<file path="config.mk">
export PLATFORM = sky130hd
export DESIGN_NAME = gate_sequencer
export DESIGN_NICKNAME = d
export VERILOG_FILES = /design/src/rtl/gate_sequencer.sv
export SDC_FILE = /design/constraint.sdc
export NUM_CORES = 1
export LEC_CHECK = 0
export CORE_MARGIN = 10
export CORE_UTILIZATION = 35
export CTS_BUF_LIST = sky130_fd_sc_hd__clkbuf_8
export CTS_CLUSTER_SIZE = 28
export DETAILED_ROUTE_END_ITERATION = 8
export DONT_BUFFER_PORTS = 1
export SYNTH_ARGS = -nofsm -noshare
export SYNTH_HDL_FRONTEND = slang
export SYNTH_SLANG_ARGS = --single-unit
</file>
<file path="constraint.sdc">
create_clock -name clk -period 2.85 [get_ports clk]
set_clock_uncertainty 0.15 [all_clocks]
set_input_delay 0.285 -clock clk [delete_from_list [all_inputs] [get_ports clk]]
set_output_delay 0.285 -clock clk [all_outputs]
set_load 0.03 [all_outputs]
</file>
<file path="src/rtl/gate_sequencer.sv">
`default_nettype none
// ============================================================================
// Module      : gate_sequencer
// Description : Drives the gate input of adsr_envelope. In PASS mode the HW pin
//               or SW gate bit is passed through with one clock of latency. In
//               the other modes a trigger starts a timed sequence of notes:
//               one-shot, repeat_count+1 repeats, or an endless loop. Each
//               repeat starts only after the envelope has released to IDLE.
//               A trigger while busy aborts the sequence cleanly.
// Ports       : clk           system clock
//               rst_n         asynchronous active-low reset
//               hw_gate       gate pin (already synchronised)
//               sw_gate       gate bit from the I2C register
//               trig          one-clock start/abort pulse
//               mode [1:0]    00 PASS, 01 ONESHOT, 10 REPEAT, 11 LOOP
//               hold_time[7:0]    gate-high ticks (0 behaves as 1)
//               gap_time[7:0]     extra low ticks between notes (0 = 1 clock)
//               repeat_count[7:0] REPEAT: notes fired = repeat_count+1
//               env_state[2:0]    envelope state, 3'b000 = IDLE
//               gate_out      registered gate to the envelope
//               busy          sequence in progress
//               done          one-clock pulse at sequence end
//               seq_state[1:0]    S_IDLE/S_HOLD/S_WAIT_REL/S_GAP
//               reps_left[7:0]    notes still to fire (LOOP: 8'hFF)
// Revision    : 1.0 - initial release
// ============================================================================
module gate_sequencer #(
  parameter int TICK_DIV = 50000
) (
  input  logic       clk,
  input  logic       rst_n,
  input  logic       hw_gate,
  input  logic       sw_gate,
  input  logic       trig,
  input  logic [1:0] mode,
  input  logic [7:0] hold_time,
  input  logic [7:0] gap_time,
  input  logic [7:0] repeat_count,
  input  logic [2:0] env_state,
  output logic       gate_out,
  output logic       busy,
  output logic       done,
  output logic [1:0] seq_state,
  output logic [7:0] reps_left
);

  localparam int PRE_W = (TICK_DIV > 2) ? $clog2(TICK_DIV) : 1;
  localparam logic [PRE_W-1:0] c_pre_last = PRE_W'(TICK_DIV - 1);

  localparam logic [1:0] c_mode_pass    = 2'b00;
  localparam logic [1:0] c_mode_oneshot = 2'b01;
  localparam logic [1:0] c_mode_repeat  = 2'b10;
  localparam logic [1:0] c_mode_loop    = 2'b11;

  typedef enum logic [1:0] {
    S_IDLE     = 2'd0,
    S_HOLD     = 2'd1,
    S_WAIT_REL = 2'd2,
    S_GAP      = 2'd3
  } state_t;

  state_t           r_state, w_state;
  logic             r_gate,  w_gate;
  logic             r_done,  w_done;
  logic [7:0]       r_reps,  w_reps;
  logic [PRE_W-1:0] r_pre,   w_pre;
  logic [7:0]       r_ticks, w_ticks;
  logic [1:0]       r_mode,  w_mode;
  logic [7:0]       r_hold,  w_hold;
  logic [7:0]       r_gap,   w_gap;
  logic             r_first, w_first;

  logic w_pre_last;
  logic w_count_done;

  // Hold length of zero is stretched to one tick so a note is never empty.
  function automatic logic [7:0] f_at_least_one(input logic [7:0] v);
    return (v == 8'd0) ? 8'd1 : v;
  endfunction

  assign w_pre_last   = (r_pre == c_pre_last);
  // Zero loaded ticks (gap_time=0) ends the timed phase after a single clock.
  assign w_count_done = (r_ticks == 8'd0) || ((r_ticks == 8'd1) && w_pre_last);

  always_comb begin
    w_state = r_state;
    w_gate  = r_gate;
    w_done  = 1'b0;
    w_reps  = r_reps;
    w_pre   = r_pre;
    w_ticks = r_ticks;
    w_mode  = r_mode;
    w_hold  = r_hold;
    w_gap   = r_gap;
    w_first = 1'b0;

    case (r_state)
      S_IDLE: begin
        if (mode == c_mode_pass) begin
          w_gate = hw_gate | sw_gate;
        end else if (trig) begin
          // repeat_count lives on in reps_left; no separate shadow needed.
          w_mode  = mode;
          w_hold  = hold_time;
          w_gap   = gap_time;
          case (mode)
            c_mode_repeat: w_reps = repeat_count;
            c_mode_loop:   w_reps = 8'hFF;
            default:       w_reps = 8'd0;
          endcase
          w_gate  = 1'b1;
          w_pre   = '0;
          w_ticks = f_at_least_one(hold_time);
          w_state = S_HOLD;
        end else begin
          w_gate = 1'b0;
        end
      end

      S_HOLD, S_GAP: begin
        if (trig) begin
          w_gate  = 1'b0;
          w_reps  = 8'd0;
          w_mode  = c_mode_oneshot;
          w_first = 1'b1;
          w_state = S_WAIT_REL;
        end else if (w_count_done) begin
          if (r_state == S_HOLD) begin
            w_gate  = 1'b0;
            w_first = 1'b1;
            w_state = S_WAIT_REL;
          end else begin
            w_gate  = 1'b1;
            w_pre   = '0;
            w_ticks = f_at_least_one(r_hold);
            w_state = S_HOLD;
          end
        end else if (w_pre_last) begin
          w_pre   = '0;
          w_ticks = r_ticks - 8'd1;
        end else begin
          w_pre = r_pre + 1'b1;
        end
      end

      S_WAIT_REL: begin
        // An abort here takes effect in the same cycle as the release check.
        if (trig) begin
          w_gate = 1'b0;
          w_reps = 8'd0;
          w_mode = c_mode_oneshot;
        end
        // First cycle after the fall is skipped: the envelope has not yet
        // seen the falling gate and may still report IDLE.
        if (!r_first && (env_state == 3'b000)) begin
          if ((w_reps == 8'd0) && (w_mode != c_mode_loop)) begin
            w_done  = 1'b1;
            w_state = S_IDLE;
          end else begin
            if (w_mode != c_mode_loop) begin
              w_reps = w_reps - 8'd1;
            end
            w_pre   = '0;
            w_ticks = r_gap;
            w_state = S_GAP;
          end
        end
      end

      default: w_state = S_IDLE;
    endcase
  end

  always_ff @(posedge clk or negedge rst_n) begin
    if (!rst_n) begin
      r_state <= S_IDLE;
      r_gate  <= 1'b0;
      r_done  <= 1'b0;
      r_reps  <= 8'd0;
      r_pre   <= '0;
      r_ticks <= 8'd0;
      r_mode  <= 2'b00;
      r_hold  <= 8'd0;
      r_gap   <= 8'd0;
      r_first <= 1'b0;
    end else begin
      r_state <= w_state;
      r_gate  <= w_gate;
      r_done  <= w_done;
      r_reps  <= w_reps;
      r_pre   <= w_pre;
      r_ticks <= w_ticks;
      r_mode  <= w_mode;
      r_hold  <= w_hold;
      r_gap   <= w_gap;
      r_first <= w_first;
    end
  end

  assign gate_out  = r_gate;
  assign done      = r_done;
  assign reps_left = r_reps;
  assign seq_state = r_state;
  assign busy      = (r_state != S_IDLE);

endmodule
`default_nettype wire
</file>
After elaboration in Yosys (flattened, before gate mapping) --
Index checks and enable logic that the tools add are counted.
Storage, ports and cells: output and inout bits 13, bits in registers 55, logic and storage cells 108
Cells by class: multiplexer cells 56, bitwise gates (word level) 2, reduce and logical (&&, ||, !) cells 20, $add $sub $neg 3, eq/ne operators 17
Operators by type and width (count):
- $mux 8 | 17
- $mux 16 | 8
- $pmux 16 s3 | 1
- $pmux 8 s3 | 2
- $logic_not 8->1 | 4
- $mux 2 | 11
- $add 16x1->16 const B | 1
- $eq 16x16->1 const B | 1
- $pmux 8 s2 | 1
- $sub 8x1->8 const B | 2
- $ne 2x2->1 const B | 7
- $mux 1 | 13
- $pmux 2 s3 | 2
- $ne 3x3->1 const B | 3
- $eq 2x2->1 const B | 4
- $eq 8x1->1 const B | 1
- $reduce_and 7->1 | 1
- $reduce_and 6->1 | 1
- $logic_not 2->1 | 2
- $reduce_and 2->1 | 2
- $reduce_and 4->1 | 1
- $logic_and 1x1->1 | 3
- $logic_not 3->1 | 1
- $pmux 1 s3 | 1
- 8 further kinds | 8

Longest topological paths before layout --
Gate-level depths: netlist (run 1).
depth in word-level cells 7, mapped depth 9, mapped depth without buffers 7

Least setup slack after synthesis (run 1) --
No wires, ideal clock.
path type flip-flop to flip-flop, from register r_pre[10], to register r_ticks[6], arrival time 2.434 ns, setup slack 0.139 ns, path buffers 2, cell stages (with the launch flop) 8, data required time 2.573 ns, path through dfrtp_1 -> or4b_4 -> o41a_1 -> buf_2 -> or2_0 -> clkbuf_1 -> a311o_1 -> mux2_1
Between the ends: longest elaborated chain between the ends 6, elaborated cells on any way between the ends 9, those cells by class 3 x eq/ne; 3 x mux; 3 x reduce/logical
Ends and longest elaborated chain:
- from (decl) | RTL line 66 | logic [PRE_W-1:0] r_pre, w_pre;
- from (signal assigned) | RTL line 191 | r_pre <= w_pre;
- $eq 16x16->1 * | RTL line 81 | assign w_pre_last = (r_pre == c_pre_last);
- $logic_and 1x1->1 | RTL line 83 | assign w_count_done = (r_ticks == 8'd0) || ((r_ticks == 8'd1) && w_pre_last);
- $logic_or 1x1->1 | RTL line 83
- $mux 8 | RTL line 127 | end else if (w_count_done) begin
- $mux 8 | RTL line 121 | if (trig) begin
- $pmux 8 s3 | RTL line 97 | case (r_state)
- to (signal assigned) | RTL line 192 | r_ticks <= w_ticks;
- to (decl) | RTL line 67 | logic [7:0] r_ticks, w_ticks;
Every way passes the cells marked *; elsewhere a longest branch is shown, timed or not. The select of a mux whose other input is x is not followed. A chain may end at the register's enable or synchronous reset.

Final worst setup path (run 1) --
from register r_pre[11], to register r_ticks[6]
Same word-level chain as after synthesis.

==> results of run 1 <==
-- state kept, by name (all words and copies together), names as in the netlist --
name,flops
reps_left,8
r_gap,8
r_ticks,8
r_mode,2
done,1
r_pre,16
gate_out,1
r_first,1
r_hold,8
seq_state,2
-- per-stage QoR --
step	worst slack, ns	instance area, um2
finish	0.135	4170
detailed placement	0.143	3810
global placement	0.201	3810
CTS	0.122	4170
floorplan	0.139	3500
global route	0.0509	4170
-- synth_stat cells, types with 3 or more instances --
| cell | count | area, um2 |
|---|---|---|
| nand4_1 | 6 | 37.5 |
| nand3_1 | 19 | 95.1 |
| and3_1 | 6 | 37.5 |
| o31ai_1 | 8 | 60.1 |
| a21oi_1 | 12 | 60.1 |
| xnor2_1 | 3 | 26.3 |
| clkbuf_1 | 17 | 63.8 |
| a31oi_1 | 3 | 18.8 |
| buf_2 | 3 | 15.0 |
| mux2_2 | 19 | 214 |
| o221ai_1 | 3 | 26.3 |
| ha_1 | 6 | 75.1 |
| dfrtp_1 | 55 | 1380 |
| and2_1 | 6 | 37.5 |
| o21ai_0 | 14 | 70.1 |
| nor3_1 | 14 | 70.1 |
| mux2i_1 | 15 | 150 |
| nor2b_1 | 4 | 25.0 |
| a221oi_1 | 3 | 26.3 |
| o211ai_1 | 3 | 22.5 |
| a211oi_1 | 11 | 82.6 |
| nand2b_1 | 4 | 25.0 |
| nor4_1 | 10 | 62.6 |
| mux2_1 | 4 | 45.0 |
| nor2_1 | 26 | 97.6 |
| nand2_1 | 30 | 113 |
| inv_1 | 14 | 52.6 |
| nor3b_1 | 3 | 22.5 |
| o21ai_1 | 7 | 35.0 |
| or3_1 | 3 | 18.8 |
-- path summary, 6_finish.rpt --
check,start,to,cells past startpoint
max in group asynchronous,rst_n,seq_state[0],2
max reg2reg,r_pre[11],r_ticks[6],5
min reg2reg,r_pre[14],r_pre[14],1
max,r_pre[11],r_ticks[6],5
min,trig,reps_left[1],2
min in group asynchronous,rst_n,r_hold[4],2
-- repair_timing --
| item | in CTS | in global routing |
|---|---|---|
| setup buffers | 0 | 0 |
| gates resized for setup | 0 | 1 |
| endpoints found under the setup margin | 0 | 1 |
| hold buffers | 20 | 0 |
| endpoints found under the hold margin | 73 | 0 |
-- placed cells by master (no fill, tap or decap), types with 7 or more instances in the layout --
cell type and instances:
dfrtp_1 54, nand2_1 30, nor2_1 26, buf_4 26, mux2_2 19, nand3_1 19, dlygate4sd3_1 19, mux2i_1 15
inv_1 14, o21ai_0 14, nor3_1 14, a21oi_1 12, a211oi_1 11, nor4_1 10, o31ai_1 8, o21ai_1 7
-- area by class of cell --
type	instances	area share, %
tap	133	3.99
clock inverter	3	1.71
timing repair buffer	48	10.9
inverter	16	1.44
multi-input combinational	286	47.3
sequential	55	33.1
clock buffer	5	1.65
-- kinds of logic after synthesis --
family,share of synthesized area (%)
AOI/OAI and AO/OA,19.1
buffers and inverters,4.29
xor gates and xnor gates,1.00
muxes,11.7
and+or+nand+nor,22.4
adders and majority gates,2.15
DFF,39.4
-- metal layers --
layer	part of all wire, %	track usage (%)	up-vias
li1	-	-	1493
met3	5.8	3.33	10
met2	49	22.9	82
met5	0	0	-
met1	44	16.8	1521
met4	1.2	3.77	0
-- power by group --
group	internal [uW]	leakage, uW	switching, uW
Clock	357	0.0000703	276
Sequential	1050	0.000700	293
Combinational	901	0.000946	1130
==> impl_metrics.ini, run 1 <==
[placement]
io_buffers = 0
dp_hpwl_mm = 6.79
place_inst = 518
routabilityCongestion = 0.872

[clock_tree]
htreeDepth = 2
cts_tree = yes
cts_sinks = 55
root_buffer = clkbuf_8
clk_pin_slew_ns = 0.10
clock_latency_ns = 0.32
cts_buffer_depth = 2
numCtsBuffers = 5

[die]
fp-row-count = 36
core_area_mm2 = 0.00977
fp.dieW_um = 120
start_util_pct = 35.8
io-pin-count = 47
fp.dieH_um = 120
fp.dieArea_mm2 = 0.0144

[critical_path]
crit_family = simple AND/OR/NAND/NOR gates
crit_buf_inv = 0
cp-end-kind = flop
worstPathRequired_ns = 2.90
crit_type = flop to flop
cp_slowest_cell = or4_4
crit_path_cell_trace = or4b_4, or4_4, o41ai_4, nor3_4, mux2_1
crit_fanout = 8
crit_arrival_ns = 2.77
worstSetupStartpointType = flop
ff2ff_setup_slack_ns = 0.14
max_stage_delay_ns = 0.58

[routing]
ant_nets = 0
routedWlPerCell_um = 17.6
drt_iter0_markers = 292
routed_wl_mm = 9.63
vias_per_cell = 5.69
drc = 0
num_vias = 3106
first_pass_iters = 4

[timing]
hold_violations = 0
worst_pin_slew_ns = 0.574
rsz0062_at_grt = false
finalMaxSlewViolations = 0
finalSetupViolCount = 0
min_period_ns = 2.71
finalSetupTns_ns = 0
whs_ns = 0.00962
max_freq_mhz = 368
max_slew_margin_pct = 61.4
fin_crit_sh_pct = 95.3

[logic_synthesis]
ys.flop_type = dfrtp_1
postSynthAreaPerCell_um2 = 9.23
ys_types = 66
synth-edff-count = 0
synthArstFlopShare_pct = 100
syn-num-nets = 419
synth_area_mm2 = 0.00350
synthCells = 379
yosys_register_bits = 55
synth_seq_area_share_pct = 39.4
yosysWarnings = 0

[cells_and_area]
multiInputGateArea_mm2 = 0.00197
final_cells = 546
layout.nets = 452
regArea_mm2 = 0.00138
fill_cells = 956
drive_gt1_share_pct = 16.0
final_util_pct = 42.6
area_growth_pct = 19.2
diodes = 0

[grt]
grt_max_degree = 56
antenna_found_initial = 0
overflow = 0
grtUsageTotal_pct = 13.6
first_global_vias = 3142
grt_pass1_wl_mm = 16.3

[pwr]
p_leak_uw = 0.00172
ir_drop_uv = 316
power_density_mw_per_mm2 = 963
total_power_uw = 4010

[hold_path]
hold_path.class = primary input to flop

[job]
maxCapViolations = 0

[outcome]
outcome = complete, no violations
Power figures use the tool's default switching activity.
==> inputs of run 2 (changes only) <==
clock period = 2.6 ns   (was 2.85 ns; I/O delays follow)
==> impl_metrics.ini, run 2 (synthesis gave the netlist of run 1 again) <==
[outcome]
outcome = complete, but fails checks
violations = setup timing

[hold_path]
hold_path.class = primary input to flop

[timing]
min_period_ns = 2.61
fin_ws_ns = -0.0128
max_slew_margin_pct = 47.6
max_freq_mhz = 383
finalMaxSlewViolations = 0
finalSetupViolCount = 4
worst_pin_slew_ns = 0.779
hold_violations = 0
finalSetupTns_ns = -0.0383
rsz0062_at_grt = true
fin_crit_sh_pct = 100

[routing]
routed_wl_mm = 9.98
highest_layer = met4
ant_nets = 0
wl_met1_mm = 4.52
drc = 0
vias_per_cell = 5.65
dr_wl_met3_um = 521
first_pass_iters = 4
drt_iter0_markers = 381
wl_met2_mm = 4.80
num_vias = 3190
routedWlPerCell_um = 17.7

[clock_tree]
root_buffer = clkbuf_8
cts_tree = yes
clock_latency_ns = 0.32
cts_buffer_depth = 2
cts_sinks = 55
numCtsBuffers = 5
clk_pin_slew_ns = 0.11
htreeDepth = 2

[cells_and_area]
final_cells = 565
largest_register_ffs = 16
final_common_cell = dfrtp_1
layout.nets = 471
regArea_mm2 = 0.00138
regMostFlops = r_pre
final_cell_mix = 55 x dfrtp_1, 40 x buf_4, 30 x nand2_1
area_growth_pct = 24.6
multiInputGateArea_mm2 = 0.00201
diodes = 0
fill_cells = 959
drive_gt1_share_pct = 20.8

[critical_path]
worstSetupStartpointType = flop
crit_type = flop to flop
worstPathRequired_ns = 2.69
crit_fanout = 6
crit_arrival_ns = 2.70
cp-end-kind = flop

[die]
start_util_pct = 35.8
fp.dieW_um = 120
core_area_mm2 = 0.00977
io-pin-count = 47
fp.dieArea_mm2 = 0.0144
fp-row-count = 36
fp.dieH_um = 120

[grt]
grtUsageTotal_pct = 13.9
first_global_vias = 3244
grt_max_degree = 56
overflow = 0
antenna_found_initial = 0
grt_pass1_wl_mm = 16.8

[placement]
io_buffers = 0
dp_hpwl_mm = 7.07
routabilityCongestion = 0.869
place_inst = 530

[pwr]
pwr-share-comb_pct = 54.0
power_density_mw_per_mm2 = 1030
netSwitchingPower_uw = 1930
p_sw_share_pct = 43.0
pwr-share-seq_pct = 32.8
ir_drop_uv = 394
intPower_uw = 2560
p_leak_uw = 0.00182
p_clk_share_pct = 13.3

[job]
maxCapViolations = 0
## run 2: cell types whose count changed in the layout (fill, tap and decap cells not counted), moves of 2 or more
cell           previous run  this run
buf_6                     0         2
mux2_1                    4         0
buf_4                    26        40
dlygate4sd3_1            19        21
mux2_4                    0         4
## run 2: area by class of cell
class / count / area share (%)
Timing Repair Buffer: 67 / 14.4
Tap cell: 133 / 3.82
Clock buffer: 5 / 1.58
Inverter: 16 / 1.38
Multi-Input combinational cell: 286 / 46.2
Clock inverter: 3 / 1.09
Sequential cell: 55 / 31.6
## run 2: through the flow
step | setup WS, ns | power, uW | util (%) | hold slack, ns | instance area [um2]
6_report | -0.0128 | 4500 | 44.6 | 0.0351 | 4360
4_1_cts | -0.00756 | 4380 | 43.8 | 0.0300 | 4280
5_1_grt | -0.0909 | 4830 | 44.6 | 0.0590 | 4360
3_5_place_dp | -0.0265 | 3700 | 39.9 | -0.184 | 3900
2_1_floorplan | -0.0988 | 2970 | - | -0.186 | 3500
3_3_place_gp | 0.0382 | 3660 | 39.9 | -0.184 | 3900
## run 2: routing by layer
layer	track usage, %	vias up
met5	0	-
met4	4.60	0
met3	3.28	12
met2	22.8	75
met1	17.6	1578
li1	-	1525
## run 2: critical path, cell delays in order (launching register included)
cell	delay, ns
dfrtp_1	0.39
or4b_4	0.57
or4_4	0.58
o41ai_4	0.33
buf_6	0.20
buf_12	0.12
a211oi_1	0.04
mux2i_1	0.15
## run 2: path summary, 6_finish.rpt
kind | start | end | slack (ns) | cells past startpoint
worst min-delay path | trig | reps_left[1] | 0.04 | 3
worst max-delay path | r_pre[11] | r_pre[14] | -0.01 | 7
min in group asynchronous | rst_n | r_gap[0] | 0.29 | 2
max in group asynchronous | rst_n | r_pre[14] | 1.75 | 2
worst min register to register | r_gap[6] | r_gap[6] | 0.37 | 1
worst max register to register | r_pre[11] | r_pre[14] | -0.01 | 7
## run 2: power by group through the flow
stage | combinational, uW | sequential, uW | clock (uW)
6_report | 2430 | 1470 | 596
5_1_grt | 2660 | 1520 | 651
4_1_cts | 2310 | 1450 | 622
3_5_place_dp | 2230 | 1470 | 0
3_3_place_gp | 2200 | 1460 | 0
2_1_floorplan | 1440 | 1530 | 0
## run 2: repair_timing
item,CTS,global route
buffers inserted,3,1
pin swaps,0,6
setup endpoints to repair,12,25
gates cloned,0,1
hold buffers,22,0
hold endpoints to repair,75,0
gates resized for setup,1,12
==> inputs of run 3 (changes only) <==
CORE_MARGIN = 5   (was 10)
==> impl_metrics.ini, run 3 (synthesis gave the netlist of run 1 again) <==
[critical_path]
crit_type = flop to flop
worstPathRequired_ns = 2.64
worstSetupStartpointType = flop
crit_fanout = 6
cp-end-kind = flop
crit_arrival_ns = 2.62

[routing]
drc = 0
wl_met2_mm = 4.85
dr_wl_met3_um = 540
highest_layer = met4
first_pass_iters = 5
drt_iter0_markers = 298
wl_met1_mm = 4.49
routed_wl_mm = 10.0
routedWlPerCell_um = 17.7
num_vias = 3226
ant_nets = 0
vias_per_cell = 5.72

[timing]
max_freq_mhz = 388
worst_pin_slew_ns = 0.730
max_slew_margin_pct = 50.9
finalSetupTns_ns = 0
min_period_ns = 2.58
whs_ns = 0.0422
hold_violations = 0
rsz0062_at_grt = true
fin_ws_ns = 0.0232
fin_crit_sh_pct = 99.1
finalMaxSlewViolations = 0
finalSetupViolCount = 0

[grt]
grtUsageTotal_pct = 16.3
grt_max_degree = 56
first_global_vias = 3096
overflow = 0
antenna_found_initial = 0
grt_pass1_wl_mm = 15.7

[cells_and_area]
fill_cells = 939
regMostFlops = r_pre
final_util_pct = 43.9
area_growth_pct = 22.7
final_common_cell = dfrtp_1
final_cells = 564
final_cell_mix = 54 x dfrtp_1, 41 x buf_4, 30 x nand2_1
multiInputGateArea_mm2 = 0.00201
drive_gt1_share_pct = 21.1
layout.nets = 470
regArea_mm2 = 0.00138
diodes = 0
largest_register_ffs = 16

[clock_tree]
cts_buffer_depth = 2
cts_tree = yes
numCtsBuffers = 5
root_buffer = clkbuf_8
clock_latency_ns = 0.32
htreeDepth = 2
clk_pin_slew_ns = 0.11
cts_sinks = 55

[pwr]
p_leak_uw = 0.00180
ir_drop_uv = 383
power_density_mw_per_mm2 = 1020

[die]
fp.dieArea_mm2 = 0.0121
start_util_pct = 35.8
io-pin-count = 47
core_area_mm2 = 0.00977
fp-row-count = 36
fp.dieW_um = 110
fp.dieH_um = 110

[outcome]
outcome = complete, no violations

[hold_path]
hold_path.class = primary input to flop

[job]
maxCapViolations = 0

[placement]
routabilityCongestion = 0.878
io_buffers = 0
dp_slack_ns = 0.0152
place_inst = 531
dp_hpwl_mm = 6.81
[run 3: cell count changes in the layout (fill, tap and decap cells not counted), sizes merged]
cell / previous run / this run
inv: 15 / 14
clkinvlp: 0 / 2
bufinv: 1 / 0
clkbuf: 6 / 5
[run 3: timing repair]
| item | in CTS | in global routing |
|---|---|---|
| pin swaps | 0 | 2 |
| gates resized for setup | 0 | 16 |
| endpoints found under the setup margin | 2 | 23 |
| hold buffers | 22 | 0 |
| buffers inserted | 1 | 2 |
| hold endpoints to repair | 75 | 0 |
[run 3: layout make-up]
cell class                 instances  share of cell area, %
multi-input combinational        286                   46.8
clock inverter                     3                  0.583
timing repair buffer              66                   13.5
sequential                        55                   32.1
tap                              133                   3.88
inverter                          16                   1.49
clock buffer                       5                   1.60
[run 3: report_power, final]
group | switching [uW] | internal (uW)
sequential | 320 | 1150
clock | 303 | 194
combinational | 1310 | 1090
total | 1940 | 2440
[run 3: worst paths after layout]
check                      startpoint           end  slack [ns]  cells after the start
hold reg to reg             r_pre[14]     r_pre[14]        0.37                      1
setup / recovery            r_pre[10]    r_ticks[6]        0.02                      5
min in group asynchronous       rst_n      gate_out        0.34                      2
hold / removal                mode[1]  reps_left[5]        0.04                      2
setup reg to reg            r_pre[10]    r_ticks[6]        0.02                      5
max in group asynchronous       rst_n  seq_state[0]        1.70                      2
[run 3: critical path: stages (launching register included)]
cell and delay (ns):
dfrtp_1 0.40, or4b_4 0.55, or4_4 0.57, o41ai_4 0.34
nor3_4 0.14, mux2_4 0.32
[run 3: per-layer routing]
metal	track usage, %	vias to the layer above
met5	0	-
met4	5.34	0
met3	2.64	10
met2	26.4	101
met1	22.2	1589
li1	-	1526
[run 3: per-stage QoR]
stage / area, um2 / total power (uW)
2_1_floorplan: 3500 / 2970
3_5_place_dp: 3880 / 3690
6_report: 4290 / 4380
4_1_cts: 4220 / 4260
5_1_grt: 4290 / 4670
3_3_place_gp: 3880 / 3650
